==> config.mk <==
export PLATFORM = sky130hd
export DESIGN_NAME = control32_multicycle
export DESIGN_NICKNAME = d
export VERILOG_FILES = /design/src/rtl/control32_multicycle_pkg.sv /design/src/rtl/control32_decode.sv /design/src/rtl/control32_multicycle.sv
export SDC_FILE = /design/constraint.sdc
export NUM_CORES = 1
export LEC_CHECK = 0
export ABC_AREA = 1
export BUFFER_PORTS_ARGS = -buffer_cell sky130_fd_sc_hd__buf_2
export CAP_MARGIN = 25
export CORE_UTILIZATION = 47
export DETAILED_ROUTE_END_ITERATION = 10
export MAX_ROUTING_LAYER = met4
export PLACE_DENSITY_LB_ADDON = 0.1
export REMOVE_ABC_BUFFERS = 1
export SLEW_MARGIN = 20
export SYNTH_ARGS = -nofsm -noshare
export SYNTH_HDL_FRONTEND = slang
export SYNTH_SLANG_ARGS = --single-unit
==> constraint.sdc <==
create_clock -name clock -period 2.4 [get_ports clock]
set_input_delay 0 -clock clock [delete_from_list [all_inputs] [get_ports clock]]
set_output_delay 0 -clock clock [all_outputs]
set_load 0.005 [all_outputs]
==> src/rtl/control32_multicycle_pkg.sv <==
// control32_multicycle_pkg
// Shared definitions for the multi-cycle MIPS control sequencer:
// opcode/funct constants, PCSrc encodings and the sequencer state enum.
`timescale 1ns/1ps
package control32_multicycle_pkg;

  localparam logic [5:0] OP_RTYPE = 6'b000000;
  localparam logic [5:0] OP_J     = 6'b000010;
  localparam logic [5:0] OP_JAL   = 6'b000011;
  localparam logic [5:0] OP_BEQ   = 6'b000100;
  localparam logic [5:0] OP_BNE   = 6'b000101;
  localparam logic [5:0] OP_LW    = 6'b100011;
  localparam logic [5:0] OP_SW    = 6'b101011;

  localparam logic [5:0] FUNCT_JR = 6'b001000;

  // All I-format ALU opcodes share this top-three-bit prefix.
  localparam logic [2:0] IFMT_PREFIX = 3'b001;

  localparam logic [1:0] PCSRC_SEQ    = 2'b00;
  localparam logic [1:0] PCSRC_BRANCH = 2'b01;
  localparam logic [1:0] PCSRC_JUMP   = 2'b10;
  localparam logic [1:0] PCSRC_JR     = 2'b11;

  typedef enum logic [2:0] {
    FETCH  = 3'd0,
    DECODE = 3'd1,
    EXEC   = 3'd2,
    MEM    = 3'd3,
    WB     = 3'd4,
    HALT   = 3'd5
  } state_e;

endpackage

==> src/rtl/control32_decode.sv <==
// control32_decode
// Purely combinational decode of the latched opcode/funct fields into the
// execute-unit controls, instruction-class flags and an illegal-opcode flag.
// Ports:
//   opcode_i, funct_i : latched instruction fields
//   aluOp_o           : {R_format|I_format, beq|bne}
//   sftmd_o, aluSrc_o, iFormat_o, jr_o, regDst_o, jal_o : execute/writeback controls
//   isLw_o, isSw_o, isBeq_o, isBne_o, isJ_o : instruction class for sequencing
//   illegal_o         : opcode is outside the supported set
`timescale 1ns/1ps
module control32_decode
  import control32_multicycle_pkg::*;
#(
  parameter int OPC_W = 6
) (
  input  logic [OPC_W-1:0] opcode_i,
  input  logic [OPC_W-1:0] funct_i,
  output logic [1:0]       aluOp_o,
  output logic             sftmd_o,
  output logic             aluSrc_o,
  output logic             iFormat_o,
  output logic             jr_o,
  output logic             regDst_o,
  output logic             jal_o,
  output logic             isLw_o,
  output logic             isSw_o,
  output logic             isBeq_o,
  output logic             isBne_o,
  output logic             isJ_o,
  output logic             illegal_o
);

  logic rFormat;

  assign rFormat   = (opcode_i == OP_RTYPE);
  assign iFormat_o = (opcode_i[OPC_W-1:OPC_W-3] == IFMT_PREFIX);
  assign isLw_o    = (opcode_i == OP_LW);
  assign isSw_o    = (opcode_i == OP_SW);
  assign isBeq_o   = (opcode_i == OP_BEQ);
  assign isBne_o   = (opcode_i == OP_BNE);
  assign isJ_o     = (opcode_i == OP_J);
  assign jal_o     = (opcode_i == OP_JAL);

  assign jr_o      = rFormat & (funct_i == FUNCT_JR);
  // Shift functs (sll/srl/sra and variable forms) all have funct[5:3]==000.
  assign sftmd_o   = rFormat & (funct_i[OPC_W-1:OPC_W-3] == 3'b000);
  assign aluSrc_o  = iFormat_o | isLw_o | isSw_o;
  assign regDst_o  = rFormat;
  assign aluOp_o   = {rFormat | iFormat_o, isBeq_o | isBne_o};

  assign illegal_o = ~(rFormat | iFormat_o | isLw_o | isSw_o |
                       isBeq_o | isBne_o | isJ_o | jal_o);

endmodule

==> src/rtl/control32_multicycle.sv <==
// control32_multicycle
// Multi-cycle control sequencer for the 32-bit MIPS core. Walks each
// instruction through FETCH/DECODE/EXEC/MEM/WB, handshakes with instruction
// fetch and data memory/IO, and issues one PCWrite pulse per retired instruction.
// Configuration macro: ILLEGAL_TRAP_EN -- illegal opcodes halt the core and the
// Halt port exists; otherwise illegal opcodes retire as NOPs.
// Ports:
//   clock, rst_n               : clock, asynchronous active-low reset
//   Instruction, Ifetch_req/ack: instruction fetch handshake
//   Mem_req/ack                : data memory/IO handshake
//   Zero                       : execute-unit zero flag (used in EXEC only)
//   ALUOp, Sftmd, ALUSrc, I_format, Jr : execute-unit controls
//   RegDST, Jal, RegWrite, MemRead, MemWrite, MemorIOtoReg : datapath strobes
//   PCSrc, PCWrite             : next-PC select and retire pulse
//   Halt                       : core stopped (ILLEGAL_TRAP_EN only)
`timescale 1ns/1ps
module control32_multicycle
  import control32_multicycle_pkg::*;
#(
  parameter int OPC_W = 6
) (
  input  logic        clock,
  input  logic        rst_n,
  input  logic [31:0] Instruction,
  output logic        Ifetch_req,
  input  logic        Ifetch_ack,
  output logic        Mem_req,
  input  logic        Mem_ack,
  input  logic        Zero,
  output logic [1:0]  ALUOp,
  output logic        Sftmd,
  output logic        ALUSrc,
  output logic        I_format,
  output logic        Jr,
  output logic        RegDST,
  output logic        Jal,
  output logic        RegWrite,
  output logic        MemRead,
  output logic        MemWrite,
  output logic        MemorIOtoReg,
  output logic [1:0]  PCSrc,
  output logic        PCWrite
`ifdef ILLEGAL_TRAP_EN
 ,output logic        Halt
`endif
);

  state_e           state_q, state_d;
  logic [OPC_W-1:0] opcode_q, opcode_d;
  logic [OPC_W-1:0] funct_q, funct_d;
  logic [1:0]       pcSrc_q, pcSrc_d;

  logic isLw, isSw, isBeq, isBne, isJ, illegal;
  logic unusedInstrBits;

  assign unusedInstrBits = ^Instruction[31-OPC_W:OPC_W];

  control32_decode #(.OPC_W(OPC_W)) uDecode (
    .opcode_i  (opcode_q),
    .funct_i   (funct_q),
    .aluOp_o   (ALUOp),
    .sftmd_o   (Sftmd),
    .aluSrc_o  (ALUSrc),
    .iFormat_o (I_format),
    .jr_o      (Jr),
    .regDst_o  (RegDST),
    .jal_o     (Jal),
    .isLw_o    (isLw),
    .isSw_o    (isSw),
    .isBeq_o   (isBeq),
    .isBne_o   (isBne),
    .isJ_o     (isJ),
    .illegal_o (illegal)
  );

  // The PC mux sees the value being registered this cycle, so the PCWrite
  // pulse issued from EXEC (or an illegal-opcode NOP) already uses the new select.
  assign PCSrc = pcSrc_d;

  // State, latched instruction fields and the held PC select.
  always_ff @(posedge clock or negedge rst_n) begin
    if (!rst_n) begin
      state_q  <= FETCH;
      opcode_q <= '0;
      funct_q  <= '0;
      pcSrc_q  <= PCSRC_SEQ;
    end else begin
      state_q  <= state_d;
      opcode_q <= opcode_d;
      funct_q  <= funct_d;
      pcSrc_q  <= pcSrc_d;
    end
  end

  // Next-state and strobe generation. Strobes are decoded from the state
  // register so an asynchronous reset removes them without a clock edge.
  always_comb begin
    state_d      = state_q;
    opcode_d     = opcode_q;
    funct_d      = funct_q;
    pcSrc_d      = pcSrc_q;
    Ifetch_req   = 1'b0;
    Mem_req      = 1'b0;
    MemRead      = 1'b0;
    MemWrite     = 1'b0;
    RegWrite     = 1'b0;
    MemorIOtoReg = 1'b0;
    PCWrite      = 1'b0;
`ifdef ILLEGAL_TRAP_EN
    Halt         = 1'b0;
`endif

    case (state_q)
      FETCH: begin
        // FETCH is also the reset state; keep the request low while held in reset.
        Ifetch_req = rst_n;
        if (Ifetch_ack) begin
          opcode_d = Instruction[31:32-OPC_W];
          funct_d  = Instruction[OPC_W-1:0];
          state_d  = DECODE;
        end
      end

      DECODE: begin
        if (illegal) begin
`ifdef ILLEGAL_TRAP_EN
          state_d = HALT;
`else
          state_d = FETCH;
          pcSrc_d = PCSRC_SEQ;
          PCWrite = 1'b1;
`endif
        end else begin
          state_d = EXEC;
        end
      end

      EXEC: begin
        pcSrc_d = PCSRC_SEQ;
        if ((isBeq & Zero) | (isBne & ~Zero)) pcSrc_d = PCSRC_BRANCH;
        else if (isJ | Jal)                   pcSrc_d = PCSRC_JUMP;
        else if (Jr)                          pcSrc_d = PCSRC_JR;

        if (isLw | isSw) begin
          state_d = MEM;
        end else if (isBeq | isBne | isJ | Jr) begin
          state_d = FETCH;
          PCWrite = 1'b1;
        end else begin
          state_d = WB;
        end
      end

      MEM: begin
        Mem_req  = 1'b1;
        MemRead  = isLw;
        MemWrite = isSw;
        if (Mem_ack) begin
          if (isLw) begin
            state_d = WB;
          end else begin
            state_d = FETCH;
            PCWrite = 1'b1;
          end
        end
      end

      WB: begin
        RegWrite     = 1'b1;
        MemorIOtoReg = isLw;
        PCWrite      = 1'b1;
        state_d      = FETCH;
      end

`ifdef ILLEGAL_TRAP_EN
      HALT: begin
        Halt = 1'b1;
      end
`endif

      default: state_d = FETCH;
    endcase
  end

endmodule

==> results of run 1 <==
[worst max-delay path by stage]
stage,startpoint,depth (start not counted),end
2_1_floorplan,state_q[0]$_DFFE_PN0P_,4,funct_q[0]$_DFFE_PN0P_
3_3_place_gp,state_q[0]$_DFFE_PN0P_,4,funct_q[5]$_DFFE_PN0P_
3_5_place_dp,state_q[0]$_DFFE_PN0P_,4,opcode_q[5]$_DFFE_PN0P_
4_1_cts,opcode_q[3]$_DFFE_PN0P_,8,PCSrc[1]
5_1_grt,opcode_q[3]$_DFFE_PN0P_,8,PCSrc[1]
6_report,opcode_q[3]$_DFFE_PN0P_,8,PCSrc[1]
[layout make-up]
type,instances,area share (%)
Clock buffer,4,1.94
Inverter,21,5.81
Multi-Input combinational cell,78,36.6
Sequential cell,17,31.4
Tap cell,27,2.49
Timing Repair Buffer,46,21.8
[state kept, by name (all words and copies together), names as in the netlist]
register	flops
funct_q	6
opcode_q	6
pcSrc_q	2
state_q	3
[cells in the final DEF (no fill, tap or decap)]
master          n
a21oi_1         3
buf_2          33
clkbuf_1        1
clkbuf_4        3
dfrtp_1        17
dlygate4sd3_1  13
inv_1          19
inv_2           2
mux2_2          5
mux2_4          4
nand2_1        21
nand2_2         1
nand2_4         1
nand3_1        12
nand3_2         1
nand3b_1        2
nand3b_4        1
nor2_1         10
nor2_2          2
nor2_4          3
nor2_8          1
nor3_1          2
nor4_1          1
o21ai_0         7
xnor2_1         1
[per-layer routing]
layer  vias up  track usage, %  part of all wire, %
met5         -               -                    0
met4         0            4.41                 0.70
met3         2            3.77                  3.8
met2        22            36.4                   49
met1       406            25.8                   46
li1        469               -                    -
[tightest hold or removal path: stages]
cell and delay, ps:
buf_2 70, inv_1 50, nand2_1 100, nand3b_1 90
[through the flow]
step / worst slack [ps] / power [W] / cell area [µm²] / hold slack, ps / utilization (%)
5_1_grt: 641 / 0.00143 / 1360 / 87.0 / 67.8
4_1_cts: 763 / 0.00132 / 1360 / 60.5 / 67.8
6_report: 763 / 0.00131 / 1360 / 72.8 / 67.8
2_1_floorplan: 1110 / 0.000982 / 1000 / -296 / -
3_3_place_gp: 1040 / 0.00112 / 1200 / -52.5 / 59.9
3_5_place_dp: 1020 / 0.00115 / 1200 / -47.5 / 59.9
[report_power, final]
part	switching (W)	total [W]	internal [W]
logic	0.000333	0.000630	0.000297
registers	0.000118	0.000526	0.000408
clock network	0.0000866	0.000151	0.0000644
total	0.000538	0.00131	0.000769
[cell families after synthesis]
| logic type | synth area share (%) |
|---|---|
| AND/OR/NAND/NOR | 31.7 |
| buffers and inverters | 9.24 |
| flip-flops | 41.9 |
| AO/OA/AOI/OAI | 4.93 |
| multiplexers | 11.5 |
| XOR/XNOR | 0.862 |
[timing repair]
item | 4_1_cts | 5_1_grt
endpoints found under the hold margin | 29 | 0
hold buffers | 13 | 0
buffers inserted | 0 | 0
==> metrics.yaml, run 1 <==
yosysTopAreaCell: "dfrtp_1"
fill_cells: 188
hold_class: "in -> reg"
dr.pass1.iters: 4
tightest_slew_ps: 403
core_area_um2: 2000
cts_tree: "built"
row_count: 16
regArea_um2: 425
die_x_um: 48.5
post_cts_resize_count: 0
wirelength_um: 2130
diodes: 0
peakVddDrop_v: 0.000783
cpMostUsedCell: "nand2_1"
synth_edf_count: 0
reg2reg_slack_ps: 1030
netlist.area_leader.share_pct: 41.9
synthTopCellsByCount: "nand2_1 (21), inv_1 (19), dfrtp_1 (17)"
multi_input_area_um2: 497
ys_types: 22
status: "complete, no violations"
crit_path_max_fanout: 5
arrival_ps: 1640
cp_cell_sequence: "nor2_2 > nand2_2 > nor2_4 > nand3b_4 > o21ai_0 > nand2_1 > nand2_1 > buf_2"
whs_path_depth: 4
cp-start-kind: "flop"
power_density_nw_per_um2: 964
synthCells: 117
clock-sinks: 17
drc: 0
slew_headroom_pct: 73.1
num_vias: 899
report.final.hold_viol_count: 0
cp_slowest_cell: "dfrtp_1"
yosysWarnings: 0
syn_to_final_growth_pct: 33.5
fin_crit_ps: 1640
period_share_pct: 68.2
grt_pass1_wl_um: 3720
ant_nets: 0
rsz0062_at_grt: "false"
drt_iter0_markers: 12
p_leak_nw: 0.797
synth_ff_type: "dfrtp_1"
async_flop_share_pct: 100
grt_usage_pct: 21.0
crit_type: "reg -> out"
grt_start_max_net_pins: 19
synth_most_common_cell: "nand2_1"
via_per_inst: 4.66
dpl.hpwl_um: 1570
grt_overflow: 0
setup_violations: 0
gp_congestion: 0.791
max_cap_viol_count: 0
clk_pin_slew_ps: 100
antenna_found_initial: 0
slowest_delay_ps: 430
fin_cells: 193
cts_made_buffers: 3
min_from: "Mem_ack"
routedWlPerCell_um: 11.0
ioPinCount: 54
root_buffer: "clkbuf_4"
dieArea_um2: 2350
grt_pass1_vias: 863
initial_core_util_pct: 50.7
r2r_cells: 4
avgSynthCellArea_um2: 8.68
synth_area_leaders: "dfrtp_1 (42%), nand2_1 (7.8%), inv_1 (7.0%), nand3_1 (5.9%), mux2_4 (5.9%)"
yosysSeqAreaShare_pct: 41.9
r2r_end: "funct_q[5]$_DFFE_PN0P_"
htree_levels: 1
crit_required_ps: 2400
dp.cells: 176
ys_ff_latch: 17
fin_nets: 204
io_buffers: 33
drive_gt1_share_pct: 34.3
clockBufferDepth: 2
whs_endpoint: "state_q[1]$_DFFE_PN0P_"
worst_setup_path_end_kind: "primary output"
reg2reg_from: "state_q[0]$_DFFE_PN0P_"
die_h_um: 48.5
setup_tns_ps: 0
insertion_delay_ps: 280
synth_area_um2: 1020
clock_skew_ps: 10.6
maxSlewViolCount: 0
critPathBufInv: 1
cp_top_family: "simple AND/OR/NAND/NOR gates"
max_freq_mhz: 611
Power figures use the tool's default switching activity.
==> run 2, diff against run 1 <==
--- a/config.mk
+++ b/config.mk
@@ -8,7 +8,7 @@
 export ABC_AREA = 1
 export BUFFER_PORTS_ARGS = -buffer_cell sky130_fd_sc_hd__buf_2
 export CAP_MARGIN = 25
-export CORE_UTILIZATION = 47
+export CORE_UTILIZATION = 44
 export DETAILED_ROUTE_END_ITERATION = 10
 export MAX_ROUTING_LAYER = met4
 export PLACE_DENSITY_LB_ADDON = 0.1
==> constraint.sdc (replaced) <==
create_clock -name clock -period 1.6 [get_ports clock]
set_input_delay 0 -clock clock [delete_from_list [all_inputs] [get_ports clock]]
set_output_delay 0 -clock clock [all_outputs]
set_load 0.005 [all_outputs]
==> metrics.yaml, run 2 (synthesis gave the netlist of run 1 again) <==
initial_core_util_pct: 46.4
final_cell_mix: "buf_2 (33), inv_1 (18), nand2_1 (16)"
root_buffer: "clkbuf_4"
min_from: "Mem_ack"
syn_to_final_growth_pct: 54.1
grt_overflow: 0
rsz0062_at_grt: "true"
setup_violations: 2
clockBufferDepth: 2
cp-start-kind: "flop"
io_buffers: 33
clock_skew_ps: 10.0
cts_made_buffers: 3
diodes: 0
mostFrequentLayoutCell: "buf_2"
final.setup.worst_slack_ps: -40.1
fin_nets: 216
drive_gt1_share_pct: 50.6
reg2reg_from: "opcode_q[4]$_DFFE_PN0P_"
hold_class: "in -> reg"
arrival_ps: 1640
holdWs_ps: 26.1
reg2reg_slack_ps: 190
die_x_um: 50.1
utilization_pct: 71.4
slowest_delay_ps: 440
peakVddDrop_v: 0.00112
grt_pass1_wl_um: 3810
row_count: 17
pre_cts_slack_ps: 219
cts_tree: "built"
tightest_slew_ps: 415
ant_nets: 0
via_per_inst: 4.80
crit_required_ps: 1600
setup_tns_ps: -78.3
dieArea_um2: 2510
r2r_end: "pcSrc_q[1]$_DFF_PN0_"
whs_path_depth: 4
cp_slowest_cell: "dfrtp_1"
switching_share_pct: 42.6
wirelength_um: 2500
status: "finished with violations"
p_int_w: 0.00136
gp_congestion: 0.800
report.final.hold_viol_count: 0
drt_iter0_markers: 10
cp_top_family: "simple AND/OR/NAND/NOR gates"
p_leak_nw: 0.868
grt_start_max_net_pins: 18
htree_levels: 1
clkPwrFrac_pct: 10.3
max_freq_mhz: 610
power_density_nw_per_um2: 1520
ioPinCount: 54
power.switching_w: 0.00101
grt_pass1_vias: 913
fin_cells: 206
comb_power_share_pct: 55.5
dpl.hpwl_um: 1640
critPathBufInv: 2
core_area_um2: 2190
insertion_delay_ps: 310
slew_headroom_pct: 72.1
antenna_found_initial: 0
maxSlewViolCount: 0
clock-sinks: 17
dp.cells: 178
crit_type: "reg -> out"
top_regs: "funct_q x6, opcode_q x6, state_q x3"
power.share.sequential_pct: 34.2
clk_pin_slew_ps: 110
violations: "negative setup slack"
worst_setup_path_end_kind: "primary output"
dr.pass1.iters: 4
crit_path_max_fanout: 4
grt_usage_pct: 21.0
r2r_cells: 9
num_vias: 988
drc: 0
cpMostUsedCell: "nand2_2"
die_h_um: 50.1
fin_crit_ps: 1640
cp_cell_sequence: "nor2_4 > buf_12 > nand2_2 > nand2_2 > nor2_4 > nand3_4 > nand3_2 > nand2_2 > buf_2"
max_cap_viol_count: 0
whs_endpoint: "state_q[1]$_DFFE_PN0P_"
period_share_pct: 103
routedWlPerCell_um: 12.1
-- run 2: cell count changes in the layout (fill, tap and decap cells not counted), sizes merged --
cell / change
buf: +12
-- run 2: timing repair --
| item | 4_1_cts | 5_1_grt |
|---|---|---|
| setup buffers | 1 | 10 |
| endpoints found under the hold margin | 29 | 0 |
| setup endpoints to repair | 2 | 3 |
| pin swaps | 2 | 11 |
| gates resized for setup | 1 | 28 |
| hold buffers | 13 | 0 |
-- run 2: worst max-delay path by stage --
stage / start / endpoint / slack (ps) / cells after the start
final: opcode_q[4]$_DFFE_PN0P_ / PCSrc[1] / -40 / 9
after CTS: opcode_q[0]$_DFFE_PN0P_ / PCWrite / 2 / 8
after floorplan: state_q[0]$_DFFE_PN0P_ / funct_q[0]$_DFFE_PN0P_ / 310 / 4
after detailed placement: state_q[1]$_DFFE_PN0P_ / funct_q[1]$_DFFE_PN0P_ / 220 / 4
after global placement: state_q[0]$_DFFE_PN0P_ / opcode_q[4]$_DFFE_PN0P_ / 240 / 4
after global routing: opcode_q[2]$_DFFE_PN0P_ / PCWrite / -150 / 7
-- run 2: tightest hold or removal path, delay by kind of cell --
kind,cells,cell delay (ps)
buf+inv,2,120
simple gates,2,170
-- run 2: area by class of cell --
class	instances	area, µm²
clock buffers	4	26.3
fillers	166	626
inverters	21	78.8
multi-input cells	78	598
flip-flops and latches	17	429
well taps	28	35.0
repair buffers	58	398
-- run 2: routing by layer --
layer | part of all wire (%) | GRT usage, %
met2 | 53 | 35.3
met4 | 2.7 | 8.57
met1 | 41 | 24.0
met3 | 4.0 | 4.01
met5 | 0 | -
-- run 2: metrics by stage --
| step | total power, W | cell area, µm² |
|---|---|---|
| final | 0.00237 | 1570 |
| after global routing | 0.00254 | 1570 |
| after CTS | 0.00203 | 1380 |
| after detailed placement | 0.00172 | 1210 |
| after global placement | 0.00169 | 1210 |
| after floorplan | 0.00147 | 1000 |
-- run 2: power by group through the flow --
stage / Sequential, W / Combinational [W] / Clock (W)
after floorplan: 0.000757 / 0.000715 / 0
after global placement: 0.000791 / 0.000902 / 0
after detailed placement: 0.000800 / 0.000920 / 0
after CTS: 0.000793 / 0.000981 / 0.000254
after global routing: 0.000835 / 0.00145 / 0.000260
final: 0.000811 / 0.00132 / 0.000244
==> run 3, diff against run 2 <==
--- a/config.mk
+++ b/config.mk
@@ -8,7 +8,9 @@
 export ABC_AREA = 1
 export BUFFER_PORTS_ARGS = -buffer_cell sky130_fd_sc_hd__buf_2
 export CAP_MARGIN = 25
-export CORE_UTILIZATION = 44
+export CELL_PAD_IN_SITES_DETAIL_PLACEMENT = 1
+export CELL_PAD_IN_SITES_GLOBAL_PLACEMENT = 2
+export CORE_UTILIZATION = 24
 export DETAILED_ROUTE_END_ITERATION = 10
 export MAX_ROUTING_LAYER = met4
 export PLACE_DENSITY_LB_ADDON = 0.1
==> metrics.yaml, run 3 (synthesis gave the netlist of run 1 again) <==
status: "complete, no violations"
rsz0062_at_grt: "true"
initial_core_util_pct: 25.2
syn_to_final_growth_pct: 43.4
dr.pass1.iters: 4
max_freq_mhz: 637
fin_cells: 220
drc: 0
diodes: 0
grt_pass1_vias: 967
via_per_inst: 4.43
arrival_ps: 1570
worst_setup_path_end_kind: "primary output"
ioPinCount: 54
grt_start_max_net_pins: 18
gp_congestion: 0.758
period_share_pct: 98.1
tightest_slew_ps: 269
holdWs_ps: 85.4
grt_overflow: 0
report.final.hold_viol_count: 0
io_buffers: 33
critPathBufInv: 1
insertion_delay_ps: 250
wirelength_um: 2700
dp.cells: 200
slowest_delay_ps: 430
crit_required_ps: 1600
top_regs: "funct_q x6, opcode_q x6, state_q x3"
num_vias: 975
fin_nets: 208
grt_pass1_wl_um: 4330
drt_iter0_markers: 22
maxSlewViolCount: 0
row_count: 23
p_leak_nw: 0.823
cp-start-kind: "flop"
cts_made_buffers: 3
cts_tree: "built"
die_x_um: 67.1
setup_tns_ps: 0
peakVddDrop_v: 0.000587
root_buffer: "clkbuf_8"
cp_top_family: "simple AND/OR/NAND/NOR gates"
dieArea_um2: 4500
mostFrequentLayoutCell: "buf_2"
drive_gt1_share_pct: 39.4
die_h_um: 67.1
final_cell_mix: "buf_2 (33), inv_1 (19), nand2_1 (19)"
dpl.hpwl_um: 2140
antenna_found_initial: 0
clock_skew_ps: 3.53
utilization_pct: 36.1
clk_pin_slew_ps: 70
cp_slowest_cell: "dfrtp_1"
crit_path_max_fanout: 6
cp_cell_sequence: "nor2_4 > nand2_2 > nor2_4 > nand3b_4 > o21ai_1 > nand2_1 > nand2_1 > buf_2"
fin_crit_ps: 1570
routedWlPerCell_um: 12.3
clock-sinks: 17
power_w: 0.00216
ant_nets: 0
clockBufferDepth: 2
crit_type: "reg -> out"
htree_levels: 1
core_area_um2: 4030
power_density_nw_per_um2: 1480
slew_headroom_pct: 82.0
setup_violations: 0
max_cap_viol_count: 0
hold_class: "in -> reg"
grt_usage_pct: 13.7
[run 3: final timing paths]
kind / startpoint / endpoint / slack [ps] / depth (start not counted)
max in group asynchronous: rst_n / opcode_q[2]$_DFFE_PN0P_ / 1150 / 3
min in group asynchronous: rst_n / pcSrc_q[1]$_DFF_PN0_ / 240 / 3
max: opcode_q[5]$_DFFE_PN0P_ / PCSrc[1] / 30 / 8
min reg2reg: pcSrc_q[1]$_DFF_PN0_ / pcSrc_q[1]$_DFF_PN0_ / 510 / 2
max reg2reg: state_q[1]$_DFFE_PN0P_ / funct_q[5]$_DFFE_PN0P_ / 210 / 4
min: Mem_ack / state_q[1]$_DFFE_PN0P_ / 90 / 4
[run 3: area by class of cell]
type	instances	area [µm²]
inverters	21	78.8
clock buffers	4	45.0
well taps	50	62.6
multi-input cells	78	518
repair buffers	50	325
flip-flops and latches	17	427
fillers	502	2570
[run 3: stage by stage]
stage	cell area, µm²	worst slack [ps]
2_1_floorplan	1000	314
3_3_place_gp	1240	209
3_5_place_dp	1240	192
4_1_cts	1430	-15.6
5_1_grt	1460	-97.3
6_report	1460	29.7
[run 3: repair_timing]
| action | 4_1_cts | 5_1_grt |
|---|---|---|
| setup endpoints to repair | 3 | 3 |
| hold buffers | 13 | 0 |
| endpoints found under the hold margin | 29 | 0 |
| pin swaps | 1 | 2 |
| resized for setup | 1 | 7 |
| buffers inserted | 2 | 1 |
[run 3: worst register-to-register path: cells and delay by family, from the launching register on]
family / cells / cell delay [ps]
and+or+nand+nor: 3 / 480
muxes: 1 / 370
DFF: 1 / 440
[run 3: metal layers]
| layer | global-route usage [%] | vias up | share of wire [%] |
|---|---|---|---|
| met5 | - | - | 0 |
| met4 | 5.59 | 0 | 1.6 |
| met3 | 2.91 | 5 | 4.0 |
| met2 | 21.8 | 21 | 49 |
| met1 | 16.6 | 470 | 46 |
| li1 | - | 479 | - |
[run 3: report_power, final]
part | switching [W] | internal [W]
clock | 0.000152 | 0.000177
sequential | 0.000192 | 0.000616
combinational | 0.000541 | 0.000485
total | 0.000885 | 0.00128
